### config.mk
export PLATFORM = sky130hd
export DESIGN_NAME = wb_ppm_rx
export DESIGN_NICKNAME = d
export VERILOG_FILES = /design/src/rtl/ppm_rx_pkg.sv /design/src/rtl/ppm_rx_decoder.sv /design/src/rtl/wb_ppm_rx.sv
export SDC_FILE = /design/constraint.sdc
export NUM_CORES = 1
export LEC_CHECK = 0
export CORE_AREA = 5 5 223 225
export DETAILED_ROUTE_END_ITERATION = 8
export DIE_AREA = 0 0 228 230
export PLACE_DENSITY = 0.53
export SYNTH_ARGS = -nofsm -noshare
export SYNTH_HDL_FRONTEND = slang
export SYNTH_SLANG_ARGS = --single-unit
### constraint.sdc
create_clock -name clk -period 2.29 [get_ports clk]
set_input_delay 0.458 -clock clk [delete_from_list [all_inputs] [get_ports clk]]
set_output_delay 0.458 -clock clk [all_outputs]
set_load 0.02 [all_outputs]
### src/rtl/ppm_rx_pkg.sv
// Shared constants, register offsets and decoder state encoding for the PPM receiver.
package ppm_rx_pkg;

  // Interval classification thresholds, in microseconds.
  localparam int SYNC_MIN_US  = 3000;
  localparam int PULSE_MIN_US = 700;
  localparam int PULSE_MAX_US = 2300;
  localparam int TIMEOUT_US   = 25000;
  localparam int MIN_CHANNELS = 4;

  // Register word indices, i.e. wb_adr_i[5:2].
  localparam logic [3:0] REG_STATUS   = 4'h0;
  localparam logic [3:0] REG_CTRL     = 4'h1;
  localparam logic [3:0] REG_FAILSAFE = 4'h2;
  localparam logic [3:0] REG_CH_BASE  = 4'h8;

  typedef enum logic {
    ST_IDLE  = 1'b0,
    ST_FRAME = 1'b1
  } ppm_state_e;

endpackage

### src/rtl/ppm_rx_decoder.sv
// PPM stream decoder: input synchronizer, 1 us prescaler, interval counter,
// IDLE/FRAME state machine and per-channel shadow registers. Emits one-cycle
// commit, error and signal-loss strobes; the current state is exposed on `state`.
module ppm_rx_decoder
  import ppm_rx_pkg::*;
#(
  parameter int clk_freq     = 50000000,
  parameter int max_channels = 8
) (
  input  logic                           clk,
  input  logic                           rst,
  input  logic                           enable,
  input  logic                           ppm_in,
  output logic                           commit,
  output logic                           err,
  output logic                           lost,
  output logic [max_channels-1:0][15:0]  shadow,
  output logic [3:0]                     num_ch,
  output ppm_state_e                     state
);

  localparam int DIV = clk_freq / 1000000;
  localparam int PW  = (DIV > 1) ? $clog2(DIV) : 1;

  logic           sync1, sync2, sync3;
  logic           rise;
  logic [PW-1:0]  pre_cnt;
  logic           tick;
  logic [15:0]    us_cnt;
  logic [3:0]     ch_idx;
  logic           is_sync, is_pulse, store;
  ppm_state_e     next_state;

  // Two-flop synchronizer plus edge register for the asynchronous PPM input.
  always_ff @(posedge clk) begin
    if (rst) begin
      sync1 <= 1'b0;
      sync2 <= 1'b0;
      sync3 <= 1'b0;
    end else begin
      sync1 <= ppm_in;
      sync2 <= sync1;
      sync3 <= sync2;
    end
  end

  assign rise = sync2 & ~sync3;
  assign tick = (pre_cnt == PW'(DIV - 1));

  // Free-running prescaler producing one tick per microsecond.
  always_ff @(posedge clk) begin
    if (rst || tick) pre_cnt <= '0;
    else             pre_cnt <= pre_cnt + PW'(1);
  end

  // Microsecond interval counter. On an edge the old value has already been
  // classified this cycle; a tick landing on the edge cycle belongs to the new
  // interval, so the counter restarts at 1 rather than 0.
  always_ff @(posedge clk) begin
    if (rst || !enable)                    us_cnt <= '0;
    else if (rise)                         us_cnt <= tick ? 16'd1 : 16'd0;
    else if (tick && us_cnt != 16'hFFFF)   us_cnt <= us_cnt + 16'd1;
  end

  assign is_sync  = (us_cnt >= 16'(SYNC_MIN_US));
  assign is_pulse = (us_cnt >= 16'(PULSE_MIN_US)) && (us_cnt <= 16'(PULSE_MAX_US));
  // Fires once per silent gap, on the tick that carries the counter to the timeout.
  assign lost     = enable & tick & ~rise & (us_cnt == 16'(TIMEOUT_US - 1));

  // State register.
  always_ff @(posedge clk) begin
    if (rst) state <= ST_IDLE;
    else     state <= next_state;
  end

  // Next-state logic: a sync opens a frame, a bad interval or silence drops back.
  always_comb begin
    next_state = state;
    if (!enable || lost) begin
      next_state = ST_IDLE;
    end else begin
      case (state)
        ST_IDLE:  if (rise && is_sync) next_state = ST_FRAME;
        ST_FRAME: if (rise && !is_sync && !is_pulse) next_state = ST_IDLE;
        default:  next_state = ST_IDLE;
      endcase
    end
  end

  // Output logic: decide store / commit / error for the edge seen in FRAME.
  always_comb begin
    commit = 1'b0;
    err    = 1'b0;
    store  = 1'b0;
    if (enable && state == ST_FRAME && rise) begin
      if (is_sync) begin
        if (ch_idx >= 4'(MIN_CHANNELS)) commit = 1'b1;
        else                            err    = 1'b1;
      end else if (is_pulse) begin
        store = (ch_idx < 4'(max_channels));
      end else begin
        err = 1'b1;
      end
    end
  end

  // Channel index: advances per stored pulse, restarts at every frame boundary.
  always_ff @(posedge clk) begin
    if (rst || !enable || lost || commit || err) ch_idx <= '0;
    else if (store)                              ch_idx <= ch_idx + 4'd1;
  end

  // Shadow registers collect the frame in progress until the closing sync.
  always_ff @(posedge clk) begin
    if (rst) begin
      shadow <= '0;
    end else begin
      for (int n = 0; n < max_channels; n++) begin
        if (store && ch_idx == 4'(n)) shadow[n] <= us_cnt;
      end
    end
  end

  assign num_ch = ch_idx;

endmodule

### src/rtl/wb_ppm_rx.sv
// Wishbone slave front end for the PPM receiver: bus decode plus the STATUS,
// CTRL, FAILSAFE and CHn registers. Define PPM_RX_FAILSAFE_EN to implement the
// FAILSAFE register and load it into every channel on signal loss.
module wb_ppm_rx
  import ppm_rx_pkg::*;
#(
  parameter int clk_freq     = 50000000,
  parameter int max_channels = 8
) (
  input  logic        clk,
  input  logic        rst,
  input  logic [31:0] wb_adr_i,
  input  logic [31:0] wb_dat_i,
  output logic [31:0] wb_dat_o,
  input  logic        wb_stb_i,
  input  logic        wb_cyc_i,
  input  logic        wb_we_i,
  input  logic [3:0]  wb_sel_i,
  output logic        wb_ack_o,
  input  logic        ppm_in,
  output logic        intr
);

  // Handshake: an access is taken when stb & cyc are high and no ack is
  // currently out; ack follows one cycle later for exactly one cycle, writes
  // land and read data is registered on that same edge.
  logic        access, wr;
  logic [3:0]  reg_idx;
  logic [31:0] rdata;

  logic        dec_commit, dec_err, dec_lost;
  logic [max_channels-1:0][15:0] dec_shadow;
  logic [3:0]  dec_num_ch;
  ppm_state_e  dec_state;

  logic        enable, irq_en;
  logic        valid, frame_done, error;
  logic [3:0]  num_ch;
  logic [15:0] frame_cnt;
  logic [max_channels-1:0][15:0] ch;
`ifdef PPM_RX_FAILSAFE_EN
  localparam logic [15:0] FAILSAFE_RESET = 16'd1000;
  logic [15:0] failsafe;
`endif

  assign access  = wb_stb_i & wb_cyc_i & ~wb_ack_o;
  assign wr      = access & wb_we_i;
  assign reg_idx = wb_adr_i[5:2];
  assign intr    = irq_en & frame_done;

  logic unused_bits;
  assign unused_bits = ^{wb_sel_i, wb_adr_i[31:6], wb_adr_i[1:0], wb_dat_i, dec_state};

  ppm_rx_decoder #(
    .clk_freq     (clk_freq),
    .max_channels (max_channels)
  ) u_dec (
    .clk    (clk),
    .rst    (rst),
    .enable (enable),
    .ppm_in (ppm_in),
    .commit (dec_commit),
    .err    (dec_err),
    .lost   (dec_lost),
    .shadow (dec_shadow),
    .num_ch (dec_num_ch),
    .state  (dec_state)
  );

  // Bus acknowledge and registered read data.
  always_ff @(posedge clk) begin
    if (rst) begin
      wb_ack_o <= 1'b0;
      wb_dat_o <= '0;
    end else begin
      wb_ack_o <= access;
      if (access && !wb_we_i) wb_dat_o <= rdata;
    end
  end

  // CTRL and (optional) FAILSAFE registers.
  always_ff @(posedge clk) begin
    if (rst) begin
      enable <= 1'b0;
      irq_en <= 1'b0;
`ifdef PPM_RX_FAILSAFE_EN
      failsafe <= FAILSAFE_RESET;
`endif
    end else if (wr) begin
      if (reg_idx == REG_CTRL) begin
        enable <= wb_dat_i[0];
        irq_en <= wb_dat_i[1];
      end
`ifdef PPM_RX_FAILSAFE_EN
      if (reg_idx == REG_FAILSAFE) failsafe <= wb_dat_i[15:0];
`endif
    end
  end

  // STATUS: hardware sets take priority over a simultaneous write-one-to-clear.
  always_ff @(posedge clk) begin
    if (rst) begin
      valid      <= 1'b0;
      frame_done <= 1'b0;
      error      <= 1'b0;
      num_ch     <= '0;
      frame_cnt  <= '0;
    end else begin
      if (dec_commit) begin
        valid     <= 1'b1;
        num_ch    <= dec_num_ch;
        frame_cnt <= frame_cnt + 16'd1;
      end else if (dec_lost) begin
        valid <= 1'b0;
      end
      if (dec_commit)                                   frame_done <= 1'b1;
      else if (wr && reg_idx == REG_STATUS && wb_dat_i[1]) frame_done <= 1'b0;
      if (dec_err)                                      error <= 1'b1;
      else if (wr && reg_idx == REG_STATUS && wb_dat_i[2]) error <= 1'b0;
    end
  end

  // Channel registers: whole frame committed at once, failsafe on loss if built in.
  always_ff @(posedge clk) begin
    if (rst) begin
      ch <= '0;
    end else if (dec_commit) begin
      ch <= dec_shadow;
`ifdef PPM_RX_FAILSAFE_EN
    end else if (dec_lost) begin
      for (int n = 0; n < max_channels; n++) ch[n] <= failsafe;
`endif
    end
  end

  // Read multiplexer; unmapped offsets and absent channels read as zero.
  always_comb begin
    rdata = '0;
    case (reg_idx)
      REG_STATUS:   rdata = {frame_cnt, 4'h0, num_ch, 5'h0, error, frame_done, valid};
      REG_CTRL:     rdata = {30'h0, irq_en, enable};
`ifdef PPM_RX_FAILSAFE_EN
      REG_FAILSAFE: rdata = {16'h0, failsafe};
`else
      REG_FAILSAFE: rdata = '0;
`endif
      default:      rdata = '0;
    endcase
    if (reg_idx >= REG_CH_BASE) begin
      for (int n = 0; n < max_channels; n++) begin
        if (reg_idx[2:0] == 3'(n)) rdata = {16'h0, ch[n]};
      end
    end
  end

endmodule

After elaboration in Yosys (flattened, before gate mapping)
Cells that the tools add are included.
{"block": "word_totals", "romBits": 0, "in_bits": 74, "out_inout_bits": 34, "ramBits": 0, "latch_bits": 0, "register_bits": 344, "elab_cells": 142, "mem_count": 0}
{"block": "classes", "order_cmp": 6, "bitwise_logic": 12, "n_shift": 0, "reduce_logical": 38, "n_mux": 32, "mul": 0, "eq_ne": 18, "div": 0, "n_addsub": 4}
{"operator": "32-bit two-way mux", "count": 9}
{"operator": "32-bit one-hot mux with 2 select lines", "count": 1}
{"operator": "16-bit by 1-bit adder with 16-bit output (second input constant)", "count": 2}
{"operator": "16-bit two-way mux", "count": 2}
{"operator": "1-bit logical AND", "count": 19}
{"operator": "1-bit two-way mux", "count": 19}
{"operator": "16-bit by 15-bit == test with 1-bit output (second input constant)", "count": 1}
{"operator": "4-bit by 3-bit == test with 1-bit output (second input constant)", "count": 4}
{"operator": "16-bit by 10-bit >= comparator with 1-bit output (second input constant)", "count": 1}
{"operator": "16-bit by 12-bit >= comparator with 1-bit output (second input constant)", "count": 1}
{"operator": "16-bit by 12-bit less-or-equal comparator with 1-bit output (second input constant)", "count": 1}
{"operator": "16-bit inequality test (second input constant)", "count": 1}
{"operator": "3-bit == test (second input constant)", "count": 4}
{"operator": "1-bit AND", "count": 8}
{"operator": "4-bit by 1-bit == test with 1-bit output (second input constant)", "count": 2}
{"operator": "4-bit by 2-bit == test with 1-bit output (second input constant)", "count": 2}
{"operator": "4-bit logical NOT", "count": 2}
{"operator": "2-bit nonzero test", "count": 4}
{"operator": "6-bit by 1-bit adder with 6-bit output (second input constant)", "count": 1}
{"operator": "3-bit by 2-bit == test with 1-bit output (second input constant)", "count": 2}
{"operator": "6-bit == test (second input constant)", "count": 1}
{"operator": "1-bit logical OR", "count": 6}
{"operator": "4-bit by 1-bit adder with 4-bit output (second input constant)", "count": 1}
{"operator": "4-bit by 3-bit >= comparator with 1-bit output (second input constant)", "count": 1}
{"operator": "other kinds (9)", "count": 15}

Longest topological paths before layout
Gate-level depths: netlist of the first run.
{"block": "logic_depth", "ltp_word": 11, "ltp_mapped": 10, "mapped_depth_nobuf": 7}

Cells and area by module
A second synthesis of the first run with hierarchy kept.
{"block": "unflattened", "hier_cells": 1391, "area_unflattened_um2": 14056.0}
{"module": "wb_ppm_rx", "area_each_um2": 7793.7, "cells_per_inst": 789, "seq_area_each_um2": 3723.6, "n_inst": 1}
{"module": "ppm_rx_decoder", "area_each_um2": 6262.3, "cells_per_inst": 602, "seq_area_each_um2": 3163.0, "n_inst": 1}

Worst setup path after synthesis of the first run
OpenSTA, ideal clock, no wires.
{"block": "synth_timing", "path_type": "reg2reg", "startpoint": "reg u_dec.us_cnt[0]", "endpoint": "reg u_dec.ch_idx[0], in the netlist u_dec.num_ch[0]", "n_path_buf": 2, "setup_slack_ps": -182, "arrival_time_ps": 2345, "setup_ps": 127, "path_stages_with_launch": 10, "t_required_ps": 2163, "period_less_slack_ps": 2472, "cell_sequence": "dfxtp_1 > clkbuf_1 > inv_1 > ha_1 > nand4b_1 > o21ai_2 > buf_2 > a211oi_1 > o211ai_1 > nor2_1"}
{"block": "synth_via", "elab_chain_cells": 6, "word_cells_on_any_way": 17, "classes_between": "order compare: 3; eq/ne: 1; mux: 8; bitwise: 1; reduce/logical: 4"}
{"item": "start: declaration", "line": "ppm_rx_decoder.sv:29", "text": "logic [15:0] us_cnt;"}
{"item": "start signal: assignment", "line": "ppm_rx_decoder.sv:61", "text": "else if (rise) us_cnt <= tick ? 16'd1 : 16'd0;"}
{"item": "start signal: assignment", "line": "ppm_rx_decoder.sv:62", "text": "else if (tick && us_cnt != 16'hFFFF) us_cnt <= us_cnt + 16'd1;"}
{"item": "16-bit by 10-bit >= comparator with 1-bit output / 16-bit by 12-bit less-or-equal comparator with 1-bit output (equally long branches)", "line": "ppm_rx_decoder.sv:66", "text": "assign is_pulse = (us_cnt >= 16'(PULSE_MIN_US)) && (us_cnt <= 16'(PULSE_MAX_US));"}
{"item": "1-bit logical AND", "line": "ppm_rx_decoder.sv:66"}
{"item": "1-bit two-way mux", "line": "ppm_rx_decoder.sv:99", "text": "end else if (is_pulse) begin"}
{"item": "1-bit two-way mux", "line": "ppm_rx_decoder.sv:96", "text": "if (is_sync) begin"}
{"item": "1-bit two-way mux", "line": "ppm_rx_decoder.sv:95", "text": "if (enable && state == ST_FRAME && rise) begin"}
{"item": "1-bit logical OR", "line": "ppm_rx_decoder.sv:109", "text": "if (rst || !enable || lost || commit || err) ch_idx <= '0;"}
{"item": "end signal: assignment", "line": "ppm_rx_decoder.sv:110", "text": "else if (store) ch_idx <= ch_idx + 4'd1;"}
{"item": "end: declaration", "line": "ppm_rx_decoder.sv:30", "text": "logic [3:0] ch_idx;"}
Several ways; a longest one is shown, not always the timed one.
A chain may end at the register's enable or synchronous reset.

Worst setup path in the final report of the first run
{"block": "layout_timing", "startpoint": "reg u_dec.us_cnt[12]", "endpoint": "reg u_dec.shadow[46] (netlist name)"}
{"block": "layout_via", "elab_chain_cells": 6, "word_cells_on_any_way": 8, "classes_between": "order compare: 3; mux: 3; reduce/logical: 2"}
{"item": "16-bit by 10-bit >= comparator with 1-bit output / 16-bit by 12-bit less-or-equal comparator with 1-bit output (equally long branches)", "line": "ppm_rx_decoder.sv:66"}
{"item": "1-bit logical AND", "line": "ppm_rx_decoder.sv:66"}
{"item": "1-bit two-way mux", "line": "ppm_rx_decoder.sv:99"}
{"item": "1-bit two-way mux *", "line": "ppm_rx_decoder.sv:96"}
{"item": "1-bit two-way mux *", "line": "ppm_rx_decoder.sv:95"}
{"item": "1-bit logical AND *", "line": "ppm_rx_decoder.sv:119", "text": "if (store && ch_idx == 4'(n)) shadow[n] <= us_cnt;"}
{"item": "end signal: indexed assignment", "line": "ppm_rx_decoder.sv:119"}
{"item": "end: declaration", "line": "ppm_rx_decoder.sv:17", "text": "output logic [max_channels-1:0][15:0] shadow,"}
Every way passes the cells marked *; elsewhere a longest branch is shown, timed or not.

==> flow_summary.yaml, run 1 <==
global_routing:
  grt_pass1_vias: 10800
  grt.total_usage: 0.141
  grt_overflow: 0
  grt_first_pass_wirelength_um: 60500
  grt_max_degree: 138
  antenna_found_initial: 1
clock_network:
  cts_tree: "done"
  hold_buffers: 0
  cts_made_buffers: 38
  root_buffer: "clkbuf_16"
  insertion_delay_ns: 0.54
  htree_num_levels: 2
  clk_pin_slew_worst_paths_ns: 0.06
  clock_tree.buffer_depth: 3
  numClockSinks: 344
placed_design:
  gp_congestion: 0.791
  hpwl_um: 24200
  port_buffers: 46
timing:
  skew_ns: 0.0160
  finalSetupViolations: 0
  max-slew-margin-rel: 0.552
  finalCriticalPeriod_ns: 2.18
  fin_crit_sh: 0.953
  slew_violations: 0
  max_freq_mhz: 458
  grt_setup_unrepaired: "no"
  tightest_slew_ns: 0.672
  finalHoldViolations: 0
die:
  io_pins: 108
  rows: 80
  dieArea_um2: 52400
  chipWidth_um: 228
  core_area_um2: 47300
  initial_utilization: 0.296
  die_h_um: 230
power_and_ir_drop:
  internal_power_mw: 9.62
  power.total_mw: 12.3
  p_sw_mw: 2.70
  peakVddDrop_uv: 328
  netSwitchingFraction: 0.219
  p_per_area_nw_per_um2: 731
  p_leak_nw: 5.57
  clockPowerShare: 0.484
  combPwrFrac: 0.028
  seqPwrFrac: 0.488
drt:
  firstDrtPassIters: 5
  drc: 0
  drt-initial-drc-count: 817
  ant_nets: 0
  wire_per_inst_um: 16.4
  viasPerCell: 4.87
  drt-total-wl_um: 37900
  num_vias: 11200
layout:
  areaGrowthSynthToFinish_pct: 20.1
  drive_above_1_share: 0.120
  final_core_util: 0.356
  n_antenna_cell: 0
  fill_cells: 4850
  fin_nets: 1746
yosys:
  synth_nets: 1704
  synth_ff_type: "dfxtp_1"
  ys_warn_count: 0
  synth_top_area_share: 0.491
  synthTopCellsByArea: "dfxtp_1 (49%), nand2_1 (11%), a21oi_1 (7.4%)"
  synth_cells: 1621
  synth.most_common_cell: "nand2_1"
  synth_edf_count: 0
  syn_area_um2: 14000
  syn_avg_cell_area_um2: 8.66
  synth-seq-area-share: 0.491
  synthDistinctLibCells: 71
  yosysTopAreaCell: "dfxtp_1"
  synthTopCellsByCount: "nand2_1 (419), dfxtp_1 (344), a21oi_1 (207)"
  ys_ff_latch: 344
  synth-async-reset-ratio: 0
critical_path:
  critPathArrivalTime_ns: 2.61
  worstSetupEndpointType: "flip-flop"
  cp_data_required_time_ns: 2.72
  cp_max_fo: 15
  crit_type: "reg -> reg"
  worst_setup_path_start_kind: "flip-flop"
hold_path:
  hold_path.class: "in -> reg"
outcome:
  status: "complete, no violations"
flow_run:
  drv_cap: 0
layout make-up:
class,instances,area [um^2],area share
Clock inverter,8,72.6,0.00430
Clock buffer,59,1160,0.0689
Tap cell,615,769,0.0456
Sequential cell,344,6890,0.409
Multi-Input combinational cell,1137,6550,0.388
Timing Repair Buffer,126,1360,0.0807
Inverter,16,60.1,0.00356
logic make-up after synthesis:
family / Yosys count / share of synthesized area
and+or+nand+nor: 700 / 0.215
DFF: 344 / 0.491
AOI/OAI and AO/OA: 309 / 0.142
buffers and inverters: 140 / 0.0444
muxes: 96 / 0.0856
xor gates and xnor gates: 23 / 0.0144
adders and majority gates: 9 / 0.00802
per-layer routing:
layer / track usage / wire, um / vias up
met4: 0.0412 / 882 / 2
met3: 0.0213 / 1460 / 51
met1: 0.194 / 18200 / 5399
li1: - / - / 5582
met5: 0 / 7 / -
met2: 0.230 / 17400 / 191
stage by stage:
stage	setup TNS (ns)	area (um^2)	worst slack [ns]	hold slack, ns	instances
after floorplan	0	14000	0.0181	0.414	1621
final	0	16900	0.109	0.316	2305
after detailed placement	0	15600	0.0309	0.436	2238
after CTS	0	16900	0.0928	0.290	2305
after global placement	-0.00855	15600	-0.00855	0.435	2238
after global routing	0	16900	0.00599	0.311	2305
path summary, 6_finish.rpt:
| check | from | slack, ns | end | cells past startpoint |
|---|---|---|---|---|
| min reg2reg | u_dec.shadow[12] | 0.44 | ch[12] | 2 |
| max reg2reg | u_dec.us_cnt[12] | 0.11 | u_dec.shadow[46] | 5 |
| max | u_dec.us_cnt[12] | 0.11 | u_dec.shadow[46] | 5 |
| min | rst | 0.32 | u_dec.shadow[123] | 2 |
critical path, stage by stage (launching register included):
cell,delay (ns)
dfxtp_1,0.34
nor4_2,0.27
buf_4,0.18
nand2_2,0.28
a2111o_2,0.73
and3_1,0.27
repair_timing:
action | CTS | global route
gates resized for setup | 0 | 2
setup endpoints to repair | 0 | 66
setup buffers | 0 | 0
flip-flops by register name, indices dropped and copies added, names as in the netlist, 4 cells and up:
signal / count
ch: 128
frame_cnt: 16
num_ch: 4
u_dec.num_ch: 4
u_dec.pre_cnt: 6
u_dec.shadow: 128
u_dec.us_cnt: 16
wb_dat_o: 32
power by group through the flow:
stage | registers [mW] | clock network, mW | logic (mW)
2_1_floorplan | 6.14 | 0 | 0.194
3_3_place_gp | 6.14 | 0 | 0.346
5_1_grt | 6.01 | 6.36 | 0.374
4_1_cts | 6.01 | 6.13 | 0.348
3_5_place_dp | 6.14 | 0 | 0.348
6_report | 6.01 | 5.97 | 0.347
layout by cell type (no fill, tap or decap), types with 11 or more instances in the layout:
master | netlist | layout
clkbuf_16 | 0 | 39
nand4_1 | 16 | 16
clkbuf_8 | 0 | 11
buf_4 | 4 | 55
a22oi_1 | 25 | 25
a21oi_1 | 207 | 207
clkdlybuf4s50_1 | 0 | 43
mux4_2 | 18 | 18
nor3_1 | 15 | 14
xnor2_1 | 14 | 14
and3_1 | 14 | 14
nor2_1 | 138 | 138
and2_1 | 30 | 30
mux2i_1 | 66 | 66
o21ai_0 | 11 | 11
nand3_1 | 17 | 16
nand2_1 | 419 | 419
dfxtp_1 | 344 | 343
mux2_2 | 12 | 12
a211oi_1 | 11 | 11
inv_1 | 16 | 16
buf_12 | 0 | 24
Power figures use the tool's default switching activity.
==> inputs of run 2 (changes only) <==
Settings changed: SKIP_CTS_REPAIR_TIMING from default to 1.
==> results of run 2 <==
Same layout as run 1: the final DEF is identical, and so are final timing and power.
